<file path="src/rtl/fetch_unit.sv">
// fetch_unit -- instruction fetch stage for the MIPS core.
//
// Holds the PC, requests one word at a time from instruction memory over a
// req/ready handshake, presents the fetched word to decode, and on retire
// picks the next PC from JumpReg > Jump > taken Branch > sequential.
//
// Ports:
//   i_clk, i_rst_n         clock, synchronous active-low reset
//   o_imem_req/o_imem_addr fetch request and word address (held until ready)
//   i_imem_ready/i_imem_rdata  accept strobe and returned word
//   o_instr/o_instr_valid  held instruction and its live flag
//   o_pc, o_link_addr      address of o_instr and o_pc+4 (JAL write data)
//   i_stall                datapath not ready to retire o_instr
//   i_jump, i_branch, i_jump_reg, i_branch_cond, i_reg_target
//                          next-PC controls, sampled on the retire cycle only
//   o_fetch_err            sticky misaligned-target flag
//
// Build option: define FETCH_ALIGN_CHECK_EN to trap misaligned JR targets
// into the ERR state; otherwise target bits [1:0] are silently cleared.
module fetch_unit #(
  parameter logic [31:0] RESET_PC = 32'h0040_0000
) (
  input  logic        i_clk,
  input  logic        i_rst_n,
  output logic        o_imem_req,
  output logic [31:0] o_imem_addr,
  input  logic        i_imem_ready,
  input  logic [31:0] i_imem_rdata,
  output logic [31:0] o_instr,
  output logic        o_instr_valid,
  output logic [31:0] o_pc,
  output logic [31:0] o_link_addr,
  input  logic        i_stall,
  input  logic        i_jump,
  input  logic        i_branch,
  input  logic        i_jump_reg,
  input  logic        i_branch_cond,
  input  logic [31:0] i_reg_target,
  output logic        o_fetch_err
);

  typedef enum logic [1:0] {IDLE, FETCH, HOLD, ERR} state_t;

  state_t      r_state, w_state_nxt;
  logic [31:0] r_pc, w_pc_nxt;
  logic [31:0] r_instr, w_instr_nxt;
  logic        r_started;
  logic [31:0] w_seq, w_jmp_tgt, w_br_tgt, w_next_pc;

  // Target arithmetic wraps modulo 2^32 by construction.
  assign w_seq     = r_pc + 32'd4;
  assign w_jmp_tgt = {w_seq[31:28], r_instr[25:0], 2'b00};
  assign w_br_tgt  = w_seq + {{14{r_instr[15]}}, r_instr[15:0], 2'b00};

  always_comb begin
    w_next_pc = w_seq;
    if (i_jump_reg)                   w_next_pc = i_reg_target;
    else if (i_jump)                  w_next_pc = w_jmp_tgt;
    else if (i_branch && i_branch_cond) w_next_pc = w_br_tgt;
  end

`ifdef FETCH_ALIGN_CHECK_EN
  logic r_err, w_err_nxt;
  assign o_fetch_err = r_err;
`else
  assign o_fetch_err = 1'b0;
`endif

  always_comb begin
    w_state_nxt = r_state;
    w_pc_nxt    = r_pc;
    w_instr_nxt = r_instr;
`ifdef FETCH_ALIGN_CHECK_EN
    w_err_nxt   = r_err;
`endif
    case (r_state)
      // r_started gives one full IDLE cycle after reset release.
      IDLE:  if (r_started) w_state_nxt = FETCH;
      FETCH: if (i_imem_ready) begin
        w_instr_nxt = i_imem_rdata;
        w_state_nxt = HOLD;
      end
      HOLD: if (!i_stall) begin
`ifdef FETCH_ALIGN_CHECK_EN
        if (w_next_pc[1:0] != 2'b00) begin
          w_err_nxt   = 1'b1;
          w_state_nxt = ERR;
        end else begin
          w_pc_nxt    = w_next_pc;
          w_state_nxt = FETCH;
        end
`else
        w_pc_nxt    = w_next_pc & 32'hFFFF_FFFC;
        w_state_nxt = FETCH;
`endif
      end
      ERR: w_state_nxt = ERR;  // only reset leaves
    endcase
  end

  always_ff @(posedge i_clk) begin
    if (!i_rst_n) begin
      r_state   <= IDLE;
      r_pc      <= RESET_PC;
      r_instr   <= 32'h0;
      r_started <= 1'b0;
`ifdef FETCH_ALIGN_CHECK_EN
      r_err     <= 1'b0;
`endif
    end else begin
      r_state   <= w_state_nxt;
      r_pc      <= w_pc_nxt;
      r_instr   <= w_instr_nxt;
      r_started <= 1'b1;
`ifdef FETCH_ALIGN_CHECK_EN
      r_err     <= w_err_nxt;
`endif
    end
  end

  assign o_imem_req    = (r_state == FETCH);
  assign o_imem_addr   = r_pc;
  assign o_instr       = r_instr;
  assign o_instr_valid = (r_state == HOLD);
  assign o_pc          = r_pc;
  assign o_link_addr   = w_seq;

endmodule

</file>
<file path="config.mk">
export PLATFORM = sky130hd
export DESIGN_NAME = fetch_unit
export DESIGN_NICKNAME = d
export VERILOG_FILES = /design/src/rtl/fetch_unit.sv
export SDC_FILE = /design/constraint.sdc
export NUM_CORES = 1
export LEC_CHECK = 0
export CAP_MARGIN = 20
export CORE_UTILIZATION = 50
export CTS_BUF_LIST = sky130_fd_sc_hd__clkbuf_8
export CTS_CLUSTER_DIAMETER = 50
export DETAILED_ROUTE_END_ITERATION = 12
export HOLD_SLACK_MARGIN = 0.05
export PLACE_DENSITY = 0.91
export SETUP_SLACK_MARGIN = 0.02
export SLEW_MARGIN = 20
export SYNTH_ARGS = -nofsm -noshare
export SYNTH_HDL_FRONTEND = slang
export SYNTH_SLANG_ARGS = --single-unit
</file>
<file path="constraint.sdc">
create_clock -name i_clk -period 8.9 [get_ports i_clk]
set_input_delay 1.78 -clock i_clk [delete_from_list [all_inputs] [get_ports i_clk]]
set_output_delay 1.78 -clock i_clk [all_outputs]
set_load 0.005 [all_outputs]
</file>
Word-level counts from Yosys, hierarchy flattened. Cells that the tools add are included.

Bits in registers: 65. Output and inout port bits: 131. Word-level logic and storage cells: 26.

$add $sub $neg: 2. Equal/unequal tests: 6. Multiplexer cells: 8. Bitwise logic cells: 1. Reduce and logical (&&, ||, !) cells: 5.

Operator list (number): 32-bit 2-to-1 mux (3); 32-bit by 3-bit adder with 32-bit output, second input constant (1); 32-bit adder (1); 2-bit case mux with 4 select lines (1); 2-bit 2-to-1 mux (3); 2-bit == test, second input constant (2); 2-bit != test, second input constant (2); 2-bit AND reduction (2); 3-bit AND reduction (1); 2-bit by 1-bit == test with 1-bit output, second input constant (1); 2-bit logical NOT (1); 2-bit by 1-bit != test with 1-bit output, second input constant (1); 1-bit logical AND (1); 1-bit 2-to-1 mux (1); 1-bit NOT (1).

Depth between registers and ports, before layout. Gate-level depths: netlist of the first run.

Word-level depth: 5. Mapped depth: 16. Mapped depth without buffers: 15.

Least setup slack after synthesis of the first run. No wires, ideal clock.

Path kind: register to output. From: reg r_pc[13], in the netlist o_imem_addr[13]. To: out o_link_addr[30]. Data arrival time: 1.964 ns. Required time: 7.120 ns. Path slack: 5.156 ns. Cell stages (with the launch flop): 7. Path through: dfxtp_1 -> nand4_1 -> or3_1 -> nor3_2 -> nand2_1 -> nor3_1 -> xor2_1.

Longest elaborated chain between the ends: 1.

RTL lines: from (decl) (line 45) `logic [31:0] r_pc, w_pc_nxt;`; from (signal assigned) (line 112) `r_pc <= w_pc_nxt;`; 32-bit by 3-bit adder with 32-bit output (line 51) `assign w_seq = r_pc + 32'd4;`; to (decl) (line 32) `output logic [31:0] o_link_addr,`.

Every way passes these cells.

Worst setup path after layout of the first run. Ends and elaborated chain as after synthesis.

==> results.sh, run 1 <==
export IMPL_vias_per_cell=5.94
export IMPL_avgRoutedWirePerCell_um=18.2
export IMPL_grt_ovfl_total=0
export IMPL_grt_max_degree=52
export IMPL_postSynthCellCount=766
export IMPL_seq_area_frac_synth_pct=23.7
export IMPL_netlist_area_leader_share_pct=23.7
export IMPL_cts_sinks=65
export IMPL_status="complete, no violations"
export IMPL_coreArea_mm2=0.0105
export IMPL_fill_cells=853
export IMPL_ctsRootBufferMaster="clkbuf_8"
export IMPL_antenna_found_initial=0
export IMPL_crit_chain="nand4_1, or3_1, nor3_2, nand2_1, nor3_1, xor2_1, clkdlybuf4s50_1"
export IMPL_ys_warn_count=0
export IMPL_nets=1017
export IMPL_finClkSkew_ns=0.0210
export IMPL_power_density_mw_per_mm2=102
export IMPL_hold_path_class="register to register"
export IMPL_htree_levels=3
export IMPL_ant_nets=0
export IMPL_die_w_um=107
export IMPL_clkLatencyLatePin_ns=0.36
export IMPL_startpoint_type="register"
export IMPL_peakVddDrop_uv=101
export IMPL_hold_buffers=0
export IMPL_initial_core_util_pct=52.4
export IMPL_place_gp_congestion=0.960
export IMPL_drv_slew=0
export IMPL_avgSynthCellArea_um2=7.18
export IMPL_worst_path_max_delay_cell="clkdlybuf4s50_1"
export IMPL_period_share_pct=57.8
export IMPL_crit_type="register to output port"
export IMPL_cp_slowest_stage_delay_ns=0.57
export IMPL_multi_input_area_mm2=0.00374
export IMPL_synth_edff_count=0
export IMPL_drc=0
export IMPL_drive_gt1_share_pct=4.05
export IMPL_cts_buffers=9
export IMPL_n_antenna_cell=0
export IMPL_grt_util_all_layers_pct=33.2
export IMPL_synth_flop_cell="dfxtp_1"
export IMPL_grt_first_pass_wirelength_mm=30.0
export IMPL_async_reset_ff_share_pct=0
export IMPL_io_pins=203
export IMPL_grt_pass1_vias=5807
export IMPL_timing_slew_headroom_pct=39.5
export IMPL_ys_types=62
export IMPL_final_area_mm2=0.00748
export IMPL_yosys_area_top_type="dfxtp_1"
export IMPL_cts_tree="done"
export IMPL_cts_resized=0
export IMPL_setup_viol_count_final=0
export IMPL_tns_ns=0
export IMPL_ys_ff_latch=65
export IMPL_layout_min_cycle_time_ns=5.15
export IMPL_rows=37
export IMPL_drt_total_wl_mm=19.1
export IMPL_dieArea_mm2=0.0114
export IMPL_worstMarginPinSlew_ns=0.905
export IMPL_path_clk_slew_ns=0.08
export IMPL_firstDrtPassIters=5
export IMPL_synth_area_top_cells="dfxtp_1 24%, nand2_1 8.9%, a21oi_1 8.9%"
export IMPL_crit_fanout=8
export IMPL_maxCapViolations=0
export IMPL_route_vias_total=6228
export IMPL_rsz0062_at_grt="no"
export IMPL_clockBufferDepth=2
export IMPL_dpl_cell_area_mm2=0.00727
export IMPL_cts_setup_buffers=0
export IMPL_p_leak_nw=2.92
export IMPL_max_freq_mhz=194
export IMPL_critPathArrivalTime_ns=3.37
export IMPL_regArea_mm2=0.00130
export IMPL_drtIter0Drc=552
export IMPL_crit_required_ns=7.12
export IMPL_mappedNetlistArea_mm2=0.00550
export IMPL_port_buffer_count=193
export IMPL_fp_dieH_um=107
export IMPL_hpwl_mm=14.1
export IMPL_cp_end_kind="output port"
export IMPL_area_delta_synth_final_pct=36.0
export IMPL_hold_viol=0
## flip-flops by register name (all words and copies together), names as in the netlist
register,count
o_imem_addr,30
o_instr,32
r_started,1
r_state,2
## final timing paths
check        slack [ns]  cells after the start               to            start
max                3.75                      7  o_link_addr[30]  o_imem_addr[13]
min                0.46                      2      o_instr[28]      o_instr[28]
max reg2reg        4.33                     15  o_imem_addr[27]  o_imem_addr[13]
min reg2reg        0.46                      2      o_instr[28]      o_instr[28]
## cells in the final DEF, fill, tap and decap left out, types with 4 or more instances in the layout
| cell | count |
|---|---|
| clkdlybuf4s50_1 | 193 |
| nand2_1 | 130 |
| a21oi_1 | 98 |
| dfxtp_1 | 65 |
| nor2_1 | 49 |
| o21ai_0 | 46 |
| ha_1 | 36 |
| xnor2_1 | 33 |
| nand3_1 | 26 |
| inv_1 | 17 |
| xor2_1 | 16 |
| nand4_1 | 15 |
| nor3_1 | 14 |
| a21o_1 | 14 |
| o211ai_1 | 12 |
| and3_1 | 11 |
| a211oi_1 | 11 |
| clkbuf_8 | 9 |
| conb_1 | 7 |
| buf_4 | 7 |
| o21bai_1 | 6 |
| a311oi_1 | 6 |
| mux2i_1 | 6 |
| o31ai_1 | 6 |
| or3_1 | 4 |
| o21a_1 | 4 |
| nor3b_1 | 4 |
## routing by layer
metal / GRT usage [%] / part of all wire (%) / up-vias
li1: - / - / 2982
met1: 43.9 / 42 / 2889
met2: 54.1 / 47 / 321
met3: 8.09 / 9.1 / 36
met4: 8.22 / 1.6 / 0
met5: 0 / 0 / -
## where the power goes
group	leakage [nW]	total [W]	switching (W)	internal [W]
registers	0.528	0.000317	0.0000153	0.000302
logic	2.29	0.000178	0.0000879	0.0000906
clock network	0.104	0.000267	0.000135	0.000132
## logic make-up (layout without fill, tap and decap cells)
group / after synthesis / in the layout / share of synthesized area, %
and+or+nand+nor: 275 / 275 / 22.9
AOI/OAI and AO/OA: 239 / 239 / 27.0
buffers and inverters: 94 / 235 / 8.96
DFF: 65 / 65 / 23.7
xor gates and xnor gates: 49 / 49 / 7.80
adders and majority gates: 37 / 37 / 8.55
muxes: 6 / 6 / 1.09
other: 1 / 7 / 0.0682
## synth_stat cells (all sizes together), types with 2 or more instances
master	n
a31o	2
a31oi	2
o21a	4
dfxtp	65
and3	11
o31ai	6
a211o	3
nand2	131
o22a	2
nor2	49
buf	39
a21oi	98
a221oi	4
nand2b	2
a211oi	11
a21o	14
o31a	2
or3	4
ha	36
inv	17
o21ai	47
o21bai	6
xor2	16
o22ai	3
nand3b	2
o311ai	2
mux2i	6
o211a	3
and2	4
xnor2	33
nor3b	4
nand3	26
nor3	17
and4	3
clkbuf	37
o211ai	12
nor2b	3
nor4	3
a21boi	2
nand4	16
a311oi	6
## worst max-delay path: cells and delay by family, from the launching register on
kind                      cells  cell delay (ns)
and+or+nand+nor               5             1.63
buffers and inverters         1             0.57
DFF                           1             0.54
xor gates and xnor gates      1             0.27
## area by class of cell
class | instances | area share [%]
timing repair buffer | 201 | 26.7
clock buffer | 9 | 1.66
inverter | 18 | 0.903
sequential | 65 | 17.4
multi-input combinational | 613 | 50.0
clock inverter | 7 | 1.00
tap | 136 | 2.28
## per-stage QoR
step | instances | power [W] | util (%) | setup slack [ns] | hold WS (ns)
floorplan | 772 | 0.000410 | - | 5.16 | 0.453
global placement | 1032 | 0.000494 | 69.1 | 4.21 | 0.441
detailed placement | 1033 | 0.000498 | 69.2 | 4.21 | 0.450
CTS | 1049 | 0.000761 | 71.1 | 3.83 | 0.459
global route | 1049 | 0.000793 | 71.2 | 3.57 | 0.493
finish | 1049 | 0.000763 | 71.2 | 3.75 | 0.459
Note: power is estimated with default switching activity, not from simulation.
==> run 2, diff against run 1 <==
Settings changed: CORE_UTILIZATION 50 to 42, PLACE_DENSITY 0.91 to 0.81.
Clock period 8.9 ns to 4.7 ns, I/O delays scaled along.
==> run 2 against run 1 <==
Clock power up 110%. Final area rose by 1.5%. Sequential power increased by 90%. Critical path depth grew 8. Count of clock-buffer cells in the layout did not move. Critical path type is now register to register. Critical endpoint is now o_imem_addr[28]. Highest routed layer unchanged.
==> results.sh, run 2 (synthesis gave the netlist of run 1 again) <==
export IMPL_grt_first_pass_wirelength_mm=29.9
export IMPL_multi_input_area_mm2=0.00374
export IMPL_final_cell_mix="193 x clkdlybuf4s50_1, 130 x nand2_1, 98 x a21oi_1"
export IMPL_clockBufferDepth=2
export IMPL_dieArea_mm2=0.0136
export IMPL_area_delta_synth_final_pct=38.0
export IMPL_drt_total_wl_mm=19.5
export IMPL_reg2reg_slack_ns=0.38
export IMPL_crit_chain="nand4_2, or3_1, nor2_1, nand3_1, xnor2_1, ha_1, nand2_1, a21o_1, o221a_2, o31a_2, o31a_2, o21ai_0, a2111oi_0, mux2i_1, o31ai_1"
export IMPL_final_common_cell="clkdlybuf4s50_1"
export IMPL_cp_end_kind="register"
export IMPL_critPathArrivalTime_ns=4.56
export IMPL_avgRoutedWirePerCell_um=17.9
export IMPL_hold_path_class="register to register"
export IMPL_coreArea_mm2=0.0127
export IMPL_drtIter0Drc=656
export IMPL_firstDrtPassIters=5
export IMPL_rsz0062_at_grt="no"
export IMPL_setup_viol_count_final=0
export IMPL_finClkSkew_ns=0.00797
export IMPL_path_clk_slew_ns=0.08
export IMPL_hold_path_depth=2
export IMPL_p_leak_nw=2.96
export IMPL_period_share_pct=92.0
export IMPL_crit_start="o_imem_addr[8]"
export IMPL_max_freq_mhz=231
export IMPL_port_buffer_count=193
export IMPL_layout_min_cycle_time_ns=4.32
export IMPL_timing_slew_headroom_pct=38.4
export IMPL_largest_reg_flops=32
export IMPL_htree_levels=3
export IMPL_vias_per_cell=5.79
export IMPL_die_w_um=116
export IMPL_crit_required_ns=4.93
export IMPL_rr_worst_depth=15
export IMPL_drc=0
export IMPL_drv_slew=0
export IMPL_r2r_start="o_imem_addr[8]"
export IMPL_grt_max_degree=52
export IMPL_grt_pass1_vias=5713
export IMPL_status="complete, no violations"
export IMPL_initial_core_util_pct=43.4
export IMPL_cts_tree="done"
export IMPL_crit_type="register to register"
export IMPL_hold_viol=0
export IMPL_tns_ns=0
export IMPL_crit_path_frequent_cell="o31a_2"
export IMPL_drive_gt1_share_pct=4.78
export IMPL_crit_fanout=7
export IMPL_cts_sinks=65
export IMPL_ant_nets=0
export IMPL_hold_buffers=0
export IMPL_grt_util_all_layers_pct=28.8
export IMPL_worstMarginPinSlew_ns=0.921
export IMPL_critPathTopFamily="compound AO/OA/AOI/OAI gates"
export IMPL_final_core_util_pct=59.9
export IMPL_startpoint_type="register"
export IMPL_cts_setup_buffers=0
export IMPL_rows=41
export IMPL_hp_start="o_instr[26]"
export IMPL_peakVddDrop_uv=170
export IMPL_nets=1025
export IMPL_power_density_mw_per_mm2=196
export IMPL_cts_buffers=9
export IMPL_critPathBufInv=0
export IMPL_grt_ovfl_total=0
export IMPL_worst_path_max_delay_cell="a2111oi_0"
export IMPL_regArea_mm2=0.00130
export IMPL_place_gp_congestion=0.903
export IMPL_clkLatencyLatePin_ns=0.36
export IMPL_io_pins=203
export IMPL_route_vias_total=6336
export IMPL_r2r_end="o_imem_addr[28]"
export IMPL_holdPathEnd="o_instr[26]"
export IMPL_cp_slowest_stage_delay_ns=0.64
export IMPL_antenna_found_initial=1
export IMPL_ctsRootBufferMaster="clkbuf_8"
export IMPL_fp_dieH_um=116
export IMPL_cts_resized=0
export IMPL_maxCapViolations=0
export IMPL_hpwl_mm=14.5
export IMPL_fill_cells=1179
[run 2: metal layers]
metal | vias to the layer above | wire length (µm) | global-route usage [%]
li1 | 3013 | - | -
met1 | 2963 | 8360 | 38.9
met2 | 322 | 8850 | 45.8
met3 | 38 | 1930 | 5.60
met4 | 0 | 411 | 9.74
met5 | - | 0 | 0
[run 2: worst min-delay path, delay by kind of cell, from the launching register on]
kind	cells	cell delay [ns]
compound gates	1	0.05
flops	1	0.31
simple gates	1	0.05
[run 2: final cells by class]
type	count	share of cell area [%]
Sequential cell	65	17.1
Tap cell	172	2.83
Inverter	18	0.890
Timing Repair Buffer	209	27.0
Clock inverter	7	1.25
Antenna cell	1	0.0329
Clock buffer	9	1.63
Multi-Input combinational cell	613	49.2
[run 2: power breakdown]
group | internal (W) | switching, W
clock | 0.000298 | 0.000250
combinational | 0.000173 | 0.000165
sequential | 0.000572 | 0.0000306
[run 2: per-stage QoR]
stage | hold WS (ns) | instance area (µm²) | instances | worst slack, ns | total power [W]
CTS | 0.458 | 7590 | 1093 | 0.457 | 0.00149
floorplan | 0.453 | 5520 | 772 | 1.04 | 0.000777
global placement | 0.442 | 7370 | 1077 | 0.498 | 0.000941
global route | 0.485 | 7590 | 1093 | 0.217 | 0.00155
finish | 0.458 | 7590 | 1094 | 0.377 | 0.00149
detailed placement | 0.447 | 7370 | 1077 | 0.472 | 0.000946
[run 2: worst max-delay path by stage]
stage | endpoint | slack, ns | depth (start not counted)
6_report | o_imem_addr[28] | 0.38 | 15
5_1_grt | o_imem_addr[31] | 0.22 | 13
4_1_cts | o_imem_addr[28] | 0.46 | 15
3_5_place_dp | o_imem_addr[28] | 0.47 | 15
3_3_place_gp | o_imem_addr[28] | 0.50 | 15
2_1_floorplan | o_imem_addr[28] | 1.04 | 16
==> run 3, diff against run 2 <==
Settings changed: ABC_AREA from default to 0, CORE_UTILIZATION 42 to 41, CTS_BUF_LIST sky130_fd_sc_hd__clkbuf_8 to default, PLACE_DENSITY 0.81 to 0.8.
==> run 3 against run 2 <==
Combinational power about the same. Sequential share of layout area decreased by 0.29 points. Register-to-register slack improved by 0.03 ns. Sequential power about the same. Largest cell class unchanged. Clock power increased by 43%. Worst hold slack got worse by 0.0064 ns. Final cell count unchanged.
==> results.sh, run 3 (synthesis gave the netlist of run 1 again) <==
export IMPL_firstDrtPassIters=5
export IMPL_htree_levels=3
export IMPL_p_int_w=0.00128
export IMPL_final_cell_mix="193 x clkdlybuf4s50_1, 130 x nand2_1, 98 x a21oi_1"
export IMPL_hold_path_depth=2
export IMPL_seq_power_share_pct=35.0
export IMPL_crit_chain="nand4_2, or3_1, nor2_1, xor2_1, ha_1, a21o_1, a31o_2, a221oi_1, a31o_2, nor3_1, a211oi_1, nor3b_1, o31ai_1"
export IMPL_cts_buffers=9
export IMPL_grt_ovfl_total=0
export IMPL_hold_viol=0
export IMPL_place_gp_congestion=0.934
export IMPL_dpl_worst_slack_ns=0.512
export IMPL_cp_end_kind="register"
export IMPL_layout_min_cycle_time_ns=4.29
export IMPL_drtIter0Drc=535
export IMPL_fill_cells=1177
export IMPL_startpoint_type="register"
export IMPL_avgRoutedWirePerCell_um=17.6
export IMPL_hp_start="o_instr[31]"
export IMPL_cts_setup_buffers=0
export IMPL_crit_type="register to register"
export IMPL_power_switching_w=0.000446
export IMPL_grt_max_degree=52
export IMPL_ctsRootBufferMaster="clkbuf_16"
export IMPL_route_vias_total=6243
export IMPL_max_freq_mhz=233
export IMPL_crit_required_ns=4.92
export IMPL_reg2reg_slack_ns=0.41
export IMPL_drc=0
export IMPL_r2r_end="o_imem_addr[31]"
export IMPL_path_clk_slew_ns=0.06
export IMPL_clockBufferDepth=2
export IMPL_rows=41
export IMPL_finalWorstSetupSlack_ns=0.411
export IMPL_worstMarginPinSlew_ns=0.893
export IMPL_p_leak_nw=3.03
export IMPL_grt_first_pass_wirelength_mm=30.2
export IMPL_tns_ns=0
export IMPL_cts_sinks=65
export IMPL_area_delta_synth_final_pct=40.4
export IMPL_swShare_pct=25.9
export IMPL_cp_slowest_stage_delay_ns=0.56
export IMPL_drt_total_wl_mm=19.3
export IMPL_critPathArrivalTime_ns=4.51
export IMPL_fp_dieH_um=118
export IMPL_hold_buffers=0
export IMPL_drive_gt1_share_pct=4.77
export IMPL_grt_pass1_vias=5800
export IMPL_initial_core_util_pct=42.9
export IMPL_antenna_found_initial=0
export IMPL_die_w_um=118
export IMPL_ant_nets=0
export IMPL_hpwl_mm=14.5
export IMPL_maxCapViolations=0
export IMPL_power_w=0.00172
export IMPL_drv_slew=0
export IMPL_timing_slew_headroom_pct=40.3
export IMPL_io_pins=203
export IMPL_port_buffer_count=193
export IMPL_vias_per_cell=5.71
export IMPL_finClkSkew_ns=0.00640
export IMPL_r2r_start="o_imem_addr[10]"
export IMPL_rsz0062_at_grt="no"
export IMPL_nets=1026
export IMPL_holdPathEnd="o_instr[31]"
export IMPL_period_share_pct=91.3
export IMPL_largest_reg_flops=32
export IMPL_worst_path_max_delay_cell="or3_1"
export IMPL_cts_tree="done"
export IMPL_grt_util_all_layers_pct=27.3
export IMPL_dieArea_mm2=0.0139
export IMPL_hold_path_class="register to register"
export IMPL_crit_path_frequent_cell="a31o_2"
export IMPL_n_antenna_cell=0
export IMPL_rr_worst_depth=13
export IMPL_p_clk_share_pct=45.4
export IMPL_setup_viol_count_final=0
export IMPL_status="complete, no violations"
export IMPL_peakVddDrop_uv=208
export IMPL_comb_power_share_pct=19.5
export IMPL_coreArea_mm2=0.0128
export IMPL_final_common_cell="clkdlybuf4s50_1"
export IMPL_power_density_mw_per_mm2=223
export IMPL_crit_fanout=7
export IMPL_cts_resized=0
export IMPL_clkLatencyLatePin_ns=0.34
==> run 3: worst max-delay path by stage <==
stage,from,end,slack [ns],cells after the start
3_3_place_gp,o_imem_addr[10],o_imem_addr[28],0.54,15
5_1_grt,o_imem_addr[8],o_imem_addr[31],0.13,13
4_1_cts,o_imem_addr[10],o_imem_addr[31],0.48,13
2_1_floorplan,o_imem_addr[8],o_imem_addr[28],1.04,16
6_report,o_imem_addr[10],o_imem_addr[31],0.41,13
3_5_place_dp,o_imem_addr[8],o_imem_addr[31],0.51,13
==> run 3: area by class of cell <==
class / instances / area, µm² / share of cell area, %
Clock buffer: 11 / 243 / 3.14
Multi-Input combinational cell: 613 / 3740 / 48.4
Inverter: 18 / 67.6 / 0.874
Clock inverter: 5 / 103 / 1.33
Tap cell: 172 / 215 / 2.79
Timing Repair Buffer: 210 / 2060 / 26.7
Sequential cell: 65 / 1300 / 16.8
==> run 3: worst max-delay path: cells and delay by family, from the launching register on <==
family          cells  cell delay [ns]
flops               1             0.45
xor+xnor            1             0.38
fa+ha+maj           1             0.37
compound gates      6             1.68
simple gates        5             1.28
==> run 3: per-layer routing <==
layer  vias up  part of all wire [%]  GRT usage, %
li1       3004                     -             -
met1      2874                    43          35.8
met2       323                    46          44.0
met3        42                   8.9          5.67
met4         0                   2.7          9.94
met5         -                     0             0
==> run 3: power by group through the flow <==
stage / Sequential [W] / Combinational [W] / Clock [W]
after floorplan: 0.000609 / 0.000168 / 0
final: 0.000604 / 0.000337 / 0.000783
after global routing: 0.000608 / 0.000365 / 0.000819
after CTS: 0.000604 / 0.000334 / 0.000791
after global placement: 0.000615 / 0.000328 / 0
after detailed placement: 0.000616 / 0.000331 / 0
==> run 3: stage by stage <==
stage	instance area, µm²	utilization (%)	hold WS (ns)	std cells
6_report	7730	60.2	0.452	1094
5_1_grt	7730	60.2	0.485	1094
4_1_cts	7720	60.2	0.453	1094
3_5_place_dp	7380	57.5	0.446	1078
3_3_place_gp	7380	57.5	0.441	1078
2_1_floorplan	5520	-	0.453	772
